==> src/rtl/mem_stage_pkg.sv <==
// Shared types for the M (memory-access) pipeline stage.
// Holds the bus FSM state encoding and the M-stage control bundle.
package mem_stage_pkg;

  typedef enum logic [1:0] {
    IDLE = 2'd0,
    BUSY = 2'd1,
    DONE = 2'd2
  } mem_state_t;

  typedef struct packed {
    logic RegWrite;
    logic MemtoReg;
    logic MemWrite;
  } mctrl_t;

endpackage

==> src/rtl/mem_stage_mreg.sv <==
// M pipeline register: captures execute-stage results unless stalled.
// A flush (honoured only when not stalled) loads an all-zero control bubble.
module mreg
  import mem_stage_pkg::*;
#(
  parameter int unsigned DW = 32
) (
  input  logic          clk,
  input  logic          reset,
  input  logic          stall,
  input  logic          flush,
  input  mctrl_t        ctrlE,
  input  logic [3:0]    rdE,
  input  logic [DW-1:0] aluResultE,
  input  logic [DW-1:0] writeDataE,
  output mctrl_t        ctrlM,
  output logic [3:0]    rdM,
  output logic [DW-1:0] aluResultM,
  output logic [DW-1:0] writeDataM
);

  always_ff @(posedge clk) begin
    if (!reset) begin
      ctrlM      <= '0;
      rdM        <= '0;
      aluResultM <= '0;
      writeDataM <= '0;
    end else if (!stall) begin
      // Data fields are don't-care under flush, so they load unconditionally.
      ctrlM      <= flush ? '0 : ctrlE;
      rdM        <= rdE;
      aluResultM <= aluResultE;
      writeDataM <= writeDataE;
    end
  end

endmodule

==> src/rtl/mem_stage.sv <==
// Memory-access stage: M pipeline register plus a req/ack data-memory bus FSM.
// Stalls the pipeline while a load or store is outstanding.
module mem_stage
  import mem_stage_pkg::*;
#(
  parameter int unsigned AW = 32,
  parameter int unsigned DW = 32
) (
  input  logic          clk,
  input  logic          reset,
  input  logic          flush,
  input  logic          RegWriteE,
  input  logic          MemtoRegE,
  input  logic          MemWriteE,
  input  logic [3:0]    RdE,
  input  logic [DW-1:0] ALUResultE,
  input  logic [DW-1:0] WriteDataE,
  output logic          RegWriteM,
  output logic          MemtoRegM,
  output logic [3:0]    RdM,
  output logic [DW-1:0] ALUResultM,
  output logic [DW-1:0] ReadDataM,
  output logic          stallM,
  output logic          misalignM,
  output logic          dmem_req,
  output logic          dmem_we,
  output logic [AW-1:0] dmem_addr,
  output logic [DW-1:0] dmem_wdata,
  input  logic [DW-1:0] dmem_rdata,
  input  logic          dmem_ack
);

  mctrl_t        ctrlE;
  mctrl_t        ctrlM;
  logic [DW-1:0] writeDataM;
  mem_state_t    state;
  logic          memAccess;
  logic          memop;
  logic          ackTaken;

  assign ctrlE = '{RegWrite: RegWriteE, MemtoReg: MemtoRegE, MemWrite: MemWriteE};

  mreg #(.DW(DW)) uMreg (
    .clk        (clk),
    .reset      (reset),
    .stall      (stallM),
    .flush      (flush),
    .ctrlE      (ctrlE),
    .rdE        (RdE),
    .aluResultE (ALUResultE),
    .writeDataE (WriteDataE),
    .ctrlM      (ctrlM),
    .rdM        (RdM),
    .aluResultM (ALUResultM),
    .writeDataM (writeDataM)
  );

  // Misaligned accesses never reach the bus and never write the register file.
  assign memAccess = ctrlM.MemtoReg | ctrlM.MemWrite;
  assign misalignM = memAccess & (ALUResultM[1:0] != 2'b00);
  assign memop     = memAccess & ~misalignM;
  assign RegWriteM = ctrlM.RegWrite & ~misalignM;
  assign MemtoRegM = ctrlM.MemtoReg;

  // Request is live in IDLE (first cycle) and BUSY; DONE releases the stall.
  assign stallM     = memop & (state != DONE);
  assign dmem_req   = stallM;
  assign dmem_we    = ctrlM.MemWrite;
  assign dmem_addr  = AW'(ALUResultM);
  assign dmem_wdata = writeDataM;
  assign ackTaken   = dmem_req & dmem_ack;

  always_ff @(posedge clk) begin
    if (!reset) begin
      state <= IDLE;
    end else begin
      case (state)
        IDLE:    if (memop) state <= dmem_ack ? DONE : BUSY;
        BUSY:    if (dmem_ack) state <= DONE;
        DONE:    state <= IDLE;
        default: state <= IDLE;
      endcase
    end
  end

  // Load data is captured only for an acknowledged load; stray acks are ignored.
  always_ff @(posedge clk) begin
    if (!reset) begin
      ReadDataM <= '0;
    end else if (ackTaken && !dmem_we) begin
      ReadDataM <= dmem_rdata;
    end
  end

endmodule

==> config.mk <==
export PLATFORM = sky130hd
export DESIGN_NAME = mem_stage
export DESIGN_NICKNAME = d
export VERILOG_FILES = /design/src/rtl/mem_stage_pkg.sv /design/src/rtl/mem_stage_mreg.sv /design/src/rtl/mem_stage.sv
export SDC_FILE = /design/constraint.sdc
export NUM_CORES = 1
export LEC_CHECK = 0
export BUFFER_PORTS_ARGS = -buffer_cell sky130_fd_sc_hd__buf_4
export CORE_UTILIZATION = 42
export CTS_BUF_LIST = sky130_fd_sc_hd__clkbuf_4
export DETAILED_ROUTE_END_ITERATION = 8
export MAX_ROUTING_LAYER = met4
export PLACE_DENSITY_LB_ADDON = 0.2
export SYNTH_ARGS = -nofsm -noshare
export SYNTH_HDL_FRONTEND = slang
export SYNTH_SLANG_ARGS = --single-unit
==> constraint.sdc <==
create_clock -name clk -period 1.6 [get_ports clk]
set_clock_uncertainty 0.2 [all_clocks]
set_input_delay 0.24 -clock clk [delete_from_list [all_inputs] [get_ports clk]]
set_output_delay 0.24 -clock clk [all_outputs]
set_load 0.02 [all_outputs]
**Word level (Yosys, flattened, before mapping)**

Index checks and enable logic that the tools add are counted.

- $add $sub $neg: 0
- Multipliers: 0
- Div/mod/pow operators: 0
- $lt $le $gt $ge: 0
- Eq/ne operators: 4
- Shifts and indexed selects: 0
- Multiplexer cells: 5
- Bitwise operators: 7
- Reduce and logical (&&, ||, !) cells: 5

Operators with widths:

| kind | count |
|---|---|
| 2-to-1 mux 2 bit | 3 |
| inequality test 2 bit, second input constant | 3 |
| bitwise AND 1 bit | 5 |
| case mux 2 bit (2 select lines) | 1 |
| 2-to-1 mux 3 bit | 1 |
| == test 2 x 1 -> 1 bit, second input constant | 1 |
| logical NOT 2 bit | 1 |
| AND reduction 2 bit | 1 |
| nonzero test 2 bit | 1 |
| logical AND 1 bit | 1 |
| logical NOT 1 bit | 1 |
| inverter 1 bit | 1 |
| bitwise OR 1 bit | 1 |

- Flip-flop bits (word level): 105
- Bits in latches: 0
- RAM bits: 0
- Bits in read-only memories: 0
- Output and inout bits: 138
- Logic and storage cells: 29
- Memories: 0

**Depth between registers and ports, before layout**

Gate-level depths: netlist of run 1.

- Depth in word-level cells: 7
- Depth in mapped cells: 5
- Depth with buffers taken out: 3

**Modules after synthesis**

From an unflattened synthesis of run 1, not the netlist that was laid out.

- Cells, all modules: 416
- Area, all modules: 4340.4 um^2

By module, submodules not included:

| module | times used | cells each | area an instance (um^2) | seq. area each (um^2) |
|---|---|---|---|---|
| mreg | 1 | 231 | 2693.8 | 1421.4 |
| mem_stage | 1 | 185 | 1646.6 | 680.7 |

**Worst setup path before layout of run 1**

No wires, ideal clock.

- Path type: register -> output
- Start: reg uMreg.aluResultM[0]
- End: out stallM
- Data arrival time: 1.299 ns
- Required time: 1.160 ns
- Setup slack: -0.139 ns
- Cell stages (with the launch flop): 6
- Path buffers: 3
- Path through: dfxtp_1 nor2_1 and3_1 buf_6 buf_8 buf_4

- Longest elaborated chain between the ends: 5

Ends and longest elaborated chain:

| what | RTL line | source |
|---|---|---|
| start: declaration | mem_stage_mreg.sv:18 | `output logic [DW-1:0] aluResultM,` |
| start signal: assignment | mem_stage_mreg.sv:32 | `aluResultM <= aluResultE;` |
| nonzero test 2 bit | mem_stage.sv:60 | `assign misalignM = memAccess & (ALUResultM[1:0] != 2'b00);` |
| bitwise AND 1 bit | mem_stage.sv:60 |  |
| inverter 1 bit | mem_stage.sv:61 | `assign memop = memAccess & ~misalignM;` |
| bitwise AND 1 bit | mem_stage.sv:61 |  |
| bitwise AND 1 bit | mem_stage.sv:66 | `assign stallM = memop & (state != DONE);` |
| end: declaration | mem_stage.sv:23 | `output logic stallM,` |

Every way passes these cells.

**Final worst setup path of run 1**

- Start: reg, netlist name uMreg.ctrlM[1]
- End: out dmem_req

- Longest elaborated chain between the ends: 5

Ends and longest elaborated chain:

| what | RTL line | source |
|---|---|---|
| bitwise OR 1 bit * | mem_stage.sv:59 | `assign memAccess = ctrlM.MemtoReg \| ctrlM.MemWrite;` |
| bitwise AND 1 bit | mem_stage.sv:60 |  |
| inverter 1 bit | mem_stage.sv:61 |  |
| bitwise AND 1 bit * | mem_stage.sv:61 |  |
| bitwise AND 1 bit * | mem_stage.sv:66 |  |
| end: declaration | mem_stage.sv:25 | `output logic dmem_req,` |

Every way passes the cells marked *; elsewhere a longest branch is shown, timed or not.

==> impl_metrics.tcl, run 1 <==
set metrics [dict create \
    setup-violations-final 35 \
    h-tree-depth 3 \
    synth-seq-cells 105 \
    placed_cells 822 \
    critical_path_endpoint_category "output port" \
    xor_xnor_share_of_the_synthesized_area_pct 0 \
    reg2reg_depth 7 \
    regToRegSetupSlack_ns -0.13 \
    antenna_cells_inserted 0 \
    first_iter_violations 169 \
    wire_length_of_the_first_global_routing_pass_microns 21940 \
    syn_avg_cell_area_sq_um 9.192 \
    violated_checks "setup timing" \
    dr_wl_met2_microns 7899 \
    finish.utilization_pct 76.38 \
    relSlewSlack_pct 54.51 \
    final_ws_setup_ns -0.2990 \
    power.share.combinational_pct 32.1 \
    grt_pass1_vias 4712 \
    maxCapViolCount 0 \
    worstSetupStartpointType "flip-flop" \
    die-area_sq_um 11140 \
    worstHoldPathCells 4 \
    seqPwrFrac_pct 45.7 \
    clockBufferDepth 2 \
    clock_power_share_pct 22.1 \
    r2r-end "uMreg.aluResultM[23]" \
    worst_setup_hold_path_clk_slew_ns 0.17 \
    met3_length_microns 802 \
    yosysSeqAreaShare_pct 46.67 \
    path_buf_inv 2 \
    r2r-start "uMreg.ctrlM[1]" \
    hold_path_end "ReadDataM[26]" \
    setup-tns-final_ns -3.307 \
    intPower_uw 4435 \
    synth_top_family_by_area "multiplexers" \
    drive_above_1_share_pct 37.07 \
    critical_path.cell_chain "or2_4 -> and3_4 -> buf_12 -> buf_6" \
    synthesis_to_layout_area_growth_pct 75.83 \
    power-per-cell-area_nw_per_um2 812.8 \
    synthesis.yosys.warnings 0 \
    synth_fp_nets 597 \
    timing.final.crit_period_ns 1.899 \
    fin_cells 975 \
    number_of_nets_in_the_layout 941 \
    die_width_microns 105.6 \
    grt_remaining_overflow 0 \
    hold_path_class "input port to flip-flop" \
    worstPathMaxFanout 5 \
    postSynthCellCount 490 \
    pre_cts_slack_ns -0.05673 \
    ys.flop_type "sky130_fd_sc_hd__dfxtp_1" \
    yosys.area_share.simple_pct 19.42 \
    cts.sink_count 105 \
    io_pins 245 \
    combined_global_route_utilization_of_all_metal_layers_pct 25.35 \
    highest_cell_delay_on_the_worst_timing_path_ns 0.37 \
    ir_worst_vdd_mv 0.4730 \
    grt_start_max_net_pins 47 \
    route.detailed.vias_per_inst 4.658 \
    cp_data_arrival_time_ns 1.46 \
    min-delay-start "reset" \
    finalHoldViolCount 0 \
    fin_hold_ws_ns 0.1170 \
    route.top_layer_used "met4" \
    route.detailed.drc 0 \
    number_of_flops_mapped_to_enable_cells_by_yosys 0 \
    drt_pre_antenna_iters 4 \
    timing_worst_setup_path_type "flip-flop to output port" \
    rsz0062_at_grt "yes" \
    p_leak_uw 0.003610 \
    drtAntennaViolNets 0 \
    detailed_placer_s_ending_hpwl_microns 8412 \
    synth.mux.area_fraction_pct 22.00 \
    core_sq_um 10370 \
    required_ns 1.16 \
    cp_slowest_cell "sky130_fd_sc_hd__dfxtp_4" \
    vias 4542 \
    synth_compound_area_share_pct 0.4444 \
    gp_routability_congestion 0.7301 \
    met1Wirelength_microns 5540 \
    net-switching-power_uw 2002 \
    cts_tree "yes" \
    grt_antenna_before_repair 0 \
    synth.cell_area_sq_um 4504 \
    path_delay_family "simple AND/OR/NAND/NOR gates" \
    cts_buffers 9 \
    wl_per_instance_microns 14.92 \
    max_clock_freq_ghz 0.5266 \
    yosysUniqueCellTypes 26 \
    rows 37 \
    port-buffer-count 244 \
    die_height_microns 105.6 \
    clock_insertion_delay_worst_skew_ns 0.43 \
    totalWireLength_microns 14550 \
    tightest_slew_ns 0.6824 \
    ctsRootBufferMaster "sky130_fd_sc_hd__clkbuf_4" \
    initial_core_util_pct 43.44 \
    fin_crit_share_pct 118.7 \
    yosys.area_share.adder_pct 0 \
    synth_async_sr_flop_share_pct 0 \
    timing_max_transition_violations_final 0 \
    p_sw_share_pct 31.10 \
    status "finished with violations" \
]
-- synth_stat cells, types with 2 or more instances --
master                       n  area share [%]
sky130_fd_sc_hd__nand2_1   197              16
sky130_fd_sc_hd__buf_6       5             1.2
sky130_fd_sc_hd__buf_2       2            0.22
sky130_fd_sc_hd__and3_1      2            0.28
sky130_fd_sc_hd__clkbuf_1   19             1.6
sky130_fd_sc_hd__mux2i_1    99              22
sky130_fd_sc_hd__buf_4      34             5.7
sky130_fd_sc_hd__and3b_2     2            0.44
sky130_fd_sc_hd__dfxtp_1   105              47
sky130_fd_sc_hd__buf_8       6             2.0
sky130_fd_sc_hd__nand3b_1    2            0.33
sky130_fd_sc_hd__nor2_1      3            0.25
-- registers in the layout, summed over array words and instances (netlist names) --
name              cells
ReadDataM            32
uMreg.aluResultM     32
uMreg.writeDataM     32
uMreg.rdM             4
uMreg.ctrlM           3
state                 2
-- per-stage QoR --
stage	total power (uW)	area [sq um]
floorplan	3987	4529
global placement	4573	6250
detailed placement	4606	6250
CTS	6338	7745
global route	6710	7920
finish	6437	7920
-- logic make-up (layout without fill, tap and decap cells) --
group / count (synthesis) / in the layout
buf+inv: 68 / 417
simple gates: 215 / 215
compound gates: 3 / 3
flops: 105 / 105
mux: 99 / 99
-- worst min-delay path, cell delays in order --
cell and delay (ns):
sky130_fd_sc_hd__buf_6 0.17, sky130_fd_sc_hd__buf_12 0.19, sky130_fd_sc_hd__nand2_1 0.07, sky130_fd_sc_hd__mux2i_1 0.05
-- worst max-delay path by stage --
| stage | startpoint | end | slack, ns | depth (start not counted) |
|---|---|---|---|---|
| after floorplan | uMreg.ctrlM[1] | stallM | -0.004 | 5 |
| after global routing | uMreg.ctrlM[1] | dmem_req | -0.35 | 4 |
| final | uMreg.ctrlM[1] | dmem_req | -0.30 | 4 |
| after CTS | uMreg.ctrlM[0] | dmem_req | -0.37 | 4 |
| after detailed placement | uMreg.ctrlM[0] | uMreg.writeDataM[30] | -0.06 | 5 |
| after global placement | uMreg.ctrlM[0] | uMreg.writeDataM[27] | 0.04 | 5 |
-- power by group through the flow --
stage	registers [uW]	logic (uW)	clock network [uW]
detailed placement	2990	1610	0
global route	2970	2180	1560
floorplan	3200	783	0
CTS	2940	1950	1450
global placement	2980	1590	0
finish	2940	2070	1430
-- final cells by class --
class                           instances  area (sq um)
Timing Repair Buffer                  401          3563
Multi-Input combinational cell        317          1934
Clock inverter                          6         65.06
Clock buffer                           10         75.07
Sequential cell                       105          2112
Fill cell                             684          2450
Tap cell                              136         170.2
-- timing repair --
| action | CTS | global route |
|---|---|---|
| endpoints found under the hold margin | 105 | 0 |
| pin swaps | 3 | 4 |
| setup endpoints to repair | 12 | 73 |
| hold buffers | 122 | 0 |
| gates resized for setup | 18 | 17 |
| setup buffers | 6 | 5 |
| cloned | 1 | 3 |
-- layout by cell type (no fill, tap or decap), types with 2 or more instances in the layout --
master	netlist	final
sky130_fd_sc_hd__and3b_2	2	2
sky130_fd_sc_hd__dfxtp_4	0	2
sky130_fd_sc_hd__mux2i_1	99	96
sky130_fd_sc_hd__inv_6	0	3
sky130_fd_sc_hd__buf_6	5	12
sky130_fd_sc_hd__dfxtp_1	105	101
sky130_fd_sc_hd__buf_8	6	2
sky130_fd_sc_hd__buf_4	34	252
sky130_fd_sc_hd__and3_4	0	2
sky130_fd_sc_hd__dlygate4sd3_1	0	121
sky130_fd_sc_hd__nor2_4	0	3
sky130_fd_sc_hd__clkbuf_16	0	3
sky130_fd_sc_hd__nand3b_1	2	2
sky130_fd_sc_hd__mux2i_2	0	3
sky130_fd_sc_hd__clkbuf_4	0	10
sky130_fd_sc_hd__buf_12	1	9
sky130_fd_sc_hd__nand2_1	197	197
sky130_fd_sc_hd__dfxtp_2	0	2
-- metal layers --
metal | up-vias | GRT usage [%]
li1 | 2230 | -
met1 | 2126 | 26.08
met2 | 164 | 47.74
met3 | 22 | 4.947
met4 | 0 | 8.929
met5 | - | -
No activity file was read; power rests on OpenSTA's default activity.
==> run 2, diff against run 1 <==
--- a/config.mk
+++ b/config.mk
@@ -6,7 +6,7 @@
 export NUM_CORES = 1
 export LEC_CHECK = 0
 export BUFFER_PORTS_ARGS = -buffer_cell sky130_fd_sc_hd__buf_4
-export CORE_UTILIZATION = 42
+export CORE_UTILIZATION = 46
 export CTS_BUF_LIST = sky130_fd_sc_hd__clkbuf_4
 export DETAILED_ROUTE_END_ITERATION = 8
 export MAX_ROUTING_LAYER = met4
==> constraint.sdc (replaced) <==
create_clock -name clk -period 2.1 [get_ports clk]
set_clock_uncertainty 0.2 [all_clocks]
set_input_delay 0.315 -clock clk [delete_from_list [all_inputs] [get_ports clk]]
set_output_delay 0.315 -clock clk [all_outputs]
set_load 0.02 [all_outputs]
==> impl_metrics.tcl, run 2 (synthesized netlist as in run 1, its figures left out) <==
set metrics [dict create \
    worstPathMaxFanout 6 \
    multiInputGateArea_sq_um 1899 \
    timing.final.crit_period_ns 1.992 \
    fin_hold_ws_ns 0.1242 \
    number_of_fill_cells_in_the_layout 624 \
    antenna_cells_inserted 0 \
    cts_tree "yes" \
    mostFrequentLayoutCells "250 x sky130_fd_sc_hd__buf_4, 197 x sky130_fd_sc_hd__nand2_1, 106 x sky130_fd_sc_hd__dlygate4sd3_1" \
    tightest_slew_ns 0.4820 \
    io_pins 245 \
    relSlewSlack_pct 67.87 \
    gr-max-usage-layer "met2" \
    gp_routability_congestion 0.7862 \
    route.detailed.drc 0 \
    r2r-end "uMreg.aluResultM[6]" \
    detailed_placer_s_ending_hpwl_microns 8367 \
    totalWireLength_microns 13810 \
    setup-tns-final_ns 0 \
    grt_remaining_overflow 0 \
    first_iter_violations 106 \
    wire_length_of_the_first_global_routing_pass_microns 20920 \
    drt_pre_antenna_iters 4 \
    setup-violations-final 0 \
    synthesis_to_layout_area_growth_pct 63.22 \
    final-seq-area_sq_um 2102 \
    fin_crit_share_pct 94.86 \
    clockBufferDepth 2 \
    use_met3_pct 4.300 \
    worstHoldPathCells 3 \
    reg2reg_depth 5 \
    wl_per_instance_microns 14.83 \
    timing_worst_setup_path_type "flip-flop to output port" \
    hold_path_class "input port to flip-flop" \
    min-delay-start "flush" \
    rsz0062_at_grt "no" \
    maxCapViolCount 0 \
    die-area_sq_um 10190 \
    rows 35 \
    hold_path_end "uMreg.ctrlM[0]" \
    die_width_microns 101.0 \
    ctsRootBufferMaster "sky130_fd_sc_hd__clkbuf_4" \
    vias 4398 \
    number_of_nets_in_the_layout 904 \
    cts.sink_count 105 \
    power-per-cell-area_nw_per_um2 622.7 \
    critical_path_endpoint_category "output port" \
    regToRegSetupSlack_ns 0.31 \
    worst_setup_hold_path_clk_slew_ns 0.16 \
    timing_max_transition_violations_final 0 \
    grt_pass1_vias 4350 \
    die_height_microns 101.0 \
    grtUsageMet2_pct 51.42 \
    cp_data_arrival_time_ns 1.48 \
    combined_global_route_utilization_of_all_metal_layers_pct 27.29 \
    cts_buffers 9 \
    max_clock_freq_ghz 0.5020 \
    grt_start_max_net_pins 65 \
    top_regs "ReadDataM x32, uMreg.aluResultM x32, uMreg.writeDataM x32" \
    ir_worst_vdd_mv 0.3890 \
    required_ns 1.58 \
    final_common_cell "sky130_fd_sc_hd__buf_4" \
    status "finished, final reports clean" \
    port-buffer-count 244 \
    p_leak_uw 0.003373 \
    clock_insertion_delay_worst_skew_ns 0.42 \
    grt_antenna_before_repair 0 \
    h-tree-depth 3 \
    worstSetupStartpointType "flip-flop" \
    drtAntennaViolNets 0 \
    finalHoldViolCount 0 \
    initial_core_util_pct 48.06 \
    core_sq_um 9371 \
    post_cts_resize_count 0 \
    r2r-start "uMreg.ctrlM[1]" \
    route.detailed.vias_per_inst 4.724 \
    grt_util_met1_pct 28.15 \
    drive_above_1_share_pct 34.79 \
]
==> run 2: changes by cell type in the layout (fill, tap and decap cells not counted), sizes merged <==
cell / delta
and3: +1
buf: -19
bufinv: -1
clkbuf: -4
clkinv: +2
clkinvlp: +1
dlygate4sd3: -15
dlymetal6s4s: -1
inv: -1
==> run 2: worst max-delay path by stage <==
stage / startpoint / end / cells after the start
global route: uMreg.aluResultM[0] / RegWriteM / 5
CTS: uMreg.aluResultM[0] / RegWriteM / 5
global placement: uMreg.ctrlM[1] / dmem_req / 3
detailed placement: uMreg.ctrlM[1] / uMreg.writeDataM[20] / 4
finish: uMreg.ctrlM[1] / dmem_req / 3
floorplan: uMreg.aluResultM[0] / stallM / 5
==> run 2: cell type report <==
type	instances	area share, %
repair buffers	363	41.75
flip-flops and latches	105	28.59
multi-input cells	318	25.83
well taps	129	2.195
clock buffers	9	0.9190
clock inverters	7	0.7148
==> run 2: metal layers <==
metal / part of all wire [%] / vias to the layer above
met5: 0 / -
met4: 2.7 / 0
met3: 5.7 / 31
met2: 53 / 172
met1: 38 / 2039
li1: - / 2156
==> run 2: worst max-delay path, cell delays in order (launching register included) <==
cell                      delay (ns)
sky130_fd_sc_hd__dfxtp_1        0.44
sky130_fd_sc_hd__or2_0          0.20
sky130_fd_sc_hd__and3_4         0.26
sky130_fd_sc_hd__buf_4          0.15
==> run 2: power by group <==
| group | internal (uW) | switching (uW) |
|---|---|---|
| logic | 716 | 680 |
| registers | 2140 | 104 |
| clock network | 253 | 685 |
| total | 3110 | 1470 |
==> run 2: timing repair <==
action / CTS / global route
hold buffers: 106 / 0
hold endpoints to repair: 105 / 0
setup endpoints to repair: 2 / 0
setup buffers: 2 / 0
==> run 2: per-stage QoR <==
stage	cell area [sq um]	instances	setup slack [ns]	power [uW]	util, %
final	7352	931	0.1079	4578	78.45
after CTS	7352	931	0.06868	4593	78.45
after global placement	6148	806	0.3808	3456	65.61
after detailed placement	6148	806	0.2996	3483	65.61
after global routing	7352	931	0.003504	4781	78.45
after floorplan	4504	490	0.2862	3028	-
==> run 3, diff against run 2 <==
--- a/config.mk
+++ b/config.mk
@@ -5,6 +5,7 @@
 export SDC_FILE = /design/constraint.sdc
 export NUM_CORES = 1
 export LEC_CHECK = 0
+export ABC_AREA = 1
 export BUFFER_PORTS_ARGS = -buffer_cell sky130_fd_sc_hd__buf_4
 export CORE_UTILIZATION = 46
 export CTS_BUF_LIST = sky130_fd_sc_hd__clkbuf_4
==> impl_metrics.tcl, run 3 <==
set metrics [dict create \
    status "finished, final reports clean" \
    grt_start_max_net_pins 75 \
    clock_power_share_pct 22.3 \
    finalHoldViolCount 0 \
    synth_fp_nets 685 \
    syn_avg_cell_area_sq_um 7.622 \
    mostFrequentLayoutCells "251 x sky130_fd_sc_hd__buf_4, 169 x sky130_fd_sc_hd__nand2_1, 101 x sky130_fd_sc_hd__dfxtp_1, 101 x sky130_fd_sc_hd__dlygate4sd3_1, 73 x sky130_fd_sc_hd__nor2_1" \
    setup-tns-final_ns 0 \
    synth.cell_area_sq_um 4405 \
    crit_cells 5 \
    grt_antenna_before_repair 1 \
    intPower_uw 3502 \
    synth_top_area_cell "sky130_fd_sc_hd__dfxtp_1" \
    power-per-cell-area_nw_per_um2 722.8 \
    regToRegSetupSlack_ns 0.15 \
    tightest_slew_ns 0.4850 \
    seqPwrFrac_pct 44.1 \
    synthesis_to_layout_area_growth_pct 65.89 \
    worstPathMaxFanout 21 \
    clockBufferDepth 2 \
    timing_max_transition_violations_final 0 \
    yosysUniqueCellTypes 19 \
    postSynthCellCount 578 \
    netlist_top_cells_count "169 x sky130_fd_sc_hd__nand2_1, 105 x sky130_fd_sc_hd__dfxtp_1, 74 x sky130_fd_sc_hd__nor2_1" \
    net-switching-power_uw 1780 \
    totalWireLength_microns 14380 \
    r2r-start "uMreg.ctrlM[0]" \
    h-tree-depth 3 \
    critical_path.cell_chain "inv_1 -> nand2_1 -> nand3_4 -> clkinv_8 -> buf_4" \
    ys.flop_type "sky130_fd_sc_hd__dfxtp_1" \
    most_used_standard_cell_by_instance_count_after_synthesis "sky130_fd_sc_hd__nand2_1" \
    fin_crit_share_pct 93.02 \
    grt_pass1_vias 4454 \
    path_delay_family "flip-flops" \
    critical_path_endpoint_category "output port" \
    cts_setup_buffers 0 \
    number_of_nets_in_the_layout 981 \
    cts_tree "yes" \
    detailed_placer_s_ending_hpwl_microns 8236 \
    required_ns 1.58 \
    maxCapViolCount 0 \
    cp_data_arrival_time_ns 1.44 \
    setup-violations-final 0 \
    p_sw_share_pct 33.70 \
    fin_hold_ws_ns 0.03211 \
    synth_top_cells_by_area "sky130_fd_sc_hd__dfxtp_1 48%, sky130_fd_sc_hd__nand2_1 14%, sky130_fd_sc_hd__buf_4 6.8%, sky130_fd_sc_hd__nor2_1 6.3%, sky130_fd_sc_hd__a21boi_0 6.1%" \
    drtAntennaViolNets 0 \
    worstSetupEndpoint "dmem_req" \
    ctsRootBufferMaster "sky130_fd_sc_hd__clkbuf_4" \
    p_leak_uw 0.003622 \
    drt_pre_antenna_iters 4 \
    route.detailed.vias_per_inst 4.721 \
    power.share.combinational_pct 33.6 \
    cts.sink_count 105 \
    rows 35 \
    drive_above_1_share_pct 32.08 \
    synth_async_sr_flop_share_pct 0 \
    die-area_sq_um 9972 \
    worst_setup_hold_path_clk_slew_ns 0.16 \
    combined_global_route_utilization_of_all_metal_layers_pct 28.27 \
    die_width_microns 99.86 \
    wire_length_of_the_first_global_routing_pass_microns 21470 \
    die_height_microns 99.86 \
    core_sq_um 9240 \
    top_regs "ReadDataM x32, uMreg.aluResultM x32, uMreg.writeDataM x32" \
    critical_path.startpoint "uMreg.ctrlM[0]" \
    grt_remaining_overflow 0 \
    cts_buffers 9 \
    wl_per_instance_microns 14.25 \
    initial_core_util_pct 47.68 \
    route.detailed.drc 0 \
    worstSetupStartpointType "flip-flop" \
    r2r-end "uMreg.ctrlM[2]" \
    synth-seq-cells 105 \
    timing_worst_setup_path_type "flip-flop to output port" \
    clock_insertion_delay_worst_skew_ns 0.43 \
    path_buf_inv 3 \
    final_common_cell "sky130_fd_sc_hd__buf_4" \
    relSlewSlack_pct 67.67 \
    hold_path_class "input port to flip-flop" \
    highest_cell_delay_on_the_worst_timing_path_ns 0.40 \
    reg2reg_depth 8 \
    first_iter_violations 169 \
    number_of_flops_mapped_to_enable_cells_by_yosys 0 \
    ir_worst_vdd_mv 0.3452 \
    synthesis.yosys.warnings 0 \
    gp_routability_congestion 0.7529 \
    rsz0062_at_grt "no" \
    synth_top_cell_area_share_pct 47.71 \
    yosysSeqAreaShare_pct 47.71 \
    port-buffer-count 244 \
    timing.final.crit_period_ns 1.953 \
    max_clock_freq_ghz 0.5119 \
    io_pins 245 \
    cp_slowest_cell "sky130_fd_sc_hd__dfxtp_2" \
    vias 4763 \
]
## run 3: cell types whose count changed in the layout (fill, tap and decap cells not counted), moves of 30 or more
cell,change
sky130_fd_sc_hd__nor2_1,+70
sky130_fd_sc_hd__inv_1,+47
sky130_fd_sc_hd__mux2i_1,-99
sky130_fd_sc_hd__a21boi_1,+30
sky130_fd_sc_hd__a21boi_0,+36
sky130_fd_sc_hd__nand4_1,+31
## run 3: final cells by class
cell class	count	area (sq um)
clock inverter	6	91.34
tap	129	161.4
clock buffer	10	75.07
sequential	105	2107
multi-input combinational	354	1698
timing repair buffer	356	2980
antenna	1	2.502
inverter	48	192.7
fill	603	1932
## run 3: worst min path at each step
stage | depth (start not counted) | slack [ns] | to | startpoint
after floorplan | 1 | 0.19 | state[0] | dmem_ack
after global placement | 2 | 0.25 | uMreg.writeDataM[4] | uMreg.writeDataM[4]
after detailed placement | 2 | 0.25 | uMreg.writeDataM[20] | uMreg.writeDataM[20]
after CTS | 5 | 0.007 | ReadDataM[6] | dmem_rdata[6]
after global routing | 5 | 0.008 | ReadDataM[5] | dmem_rdata[5]
final | 5 | 0.03 | uMreg.ctrlM[1] | MemtoRegE
## run 3: power by group through the flow
stage,sequential [uW],clock [uW],combinational [uW]
2_1_floorplan,2590,0,715
3_3_place_gp,2350,0,1530
3_5_place_dp,2360,0,1550
4_1_cts,2320,1200,1720
5_1_grt,2350,1280,1900
6_report,2330,1180,1770
## run 3: cells by family (layout without fill, tap and decap cells)
logic type | Yosys count | count (layout) | share of synthesized area (%)
buf+inv | 119 | 420 | 14.09
other cells | 0 | 1 | 0
compound gates | 70 | 70 | 11.70
simple gates | 284 | 284 | 26.50
flops | 105 | 105 | 47.71
## run 3: repair_timing
| action | 4_1_cts | 5_1_grt |
|---|---|---|
| endpoints found under the hold margin | 103 | 0 |
| setup endpoints to repair | 2 | 3 |
| resized for setup | 3 | 8 |
| pin swaps | 0 | 0 |
| hold buffers | 101 | 0 |
| cloned | 0 | 1 |
## run 3: worst min-delay path: stages
cell                      delay (ns)
sky130_fd_sc_hd__buf_4          0.10
sky130_fd_sc_hd__inv_1          0.05
sky130_fd_sc_hd__o21ai_0        0.07
sky130_fd_sc_hd__nand2_1        0.06
sky130_fd_sc_hd__nor2_1         0.04
## run 3: per-stage QoR
step	util (%)	cells	power [uW]	setup WS, ns	instance area [sq um]
after floorplan	-	578	3301	0.3884	4405
after global placement	65.70	890	3887	0.3830	6071
after detailed placement	65.70	890	3916	0.2956	6071
after CTS	78.52	1007	5241	0.007822	7256
after global routing	79.09	1009	5538	0.02386	7308
final	79.09	1009	5282	0.1465	7308
## run 3: per-layer routing
metal	GRT usage [%]	up-vias	wire (microns)
met1	31.91	2142	5462
met5	-	-	0
li1	-	2368	-
met4	14.71	0	561
met2	48.49	213	7354
met3	4.318	40	999
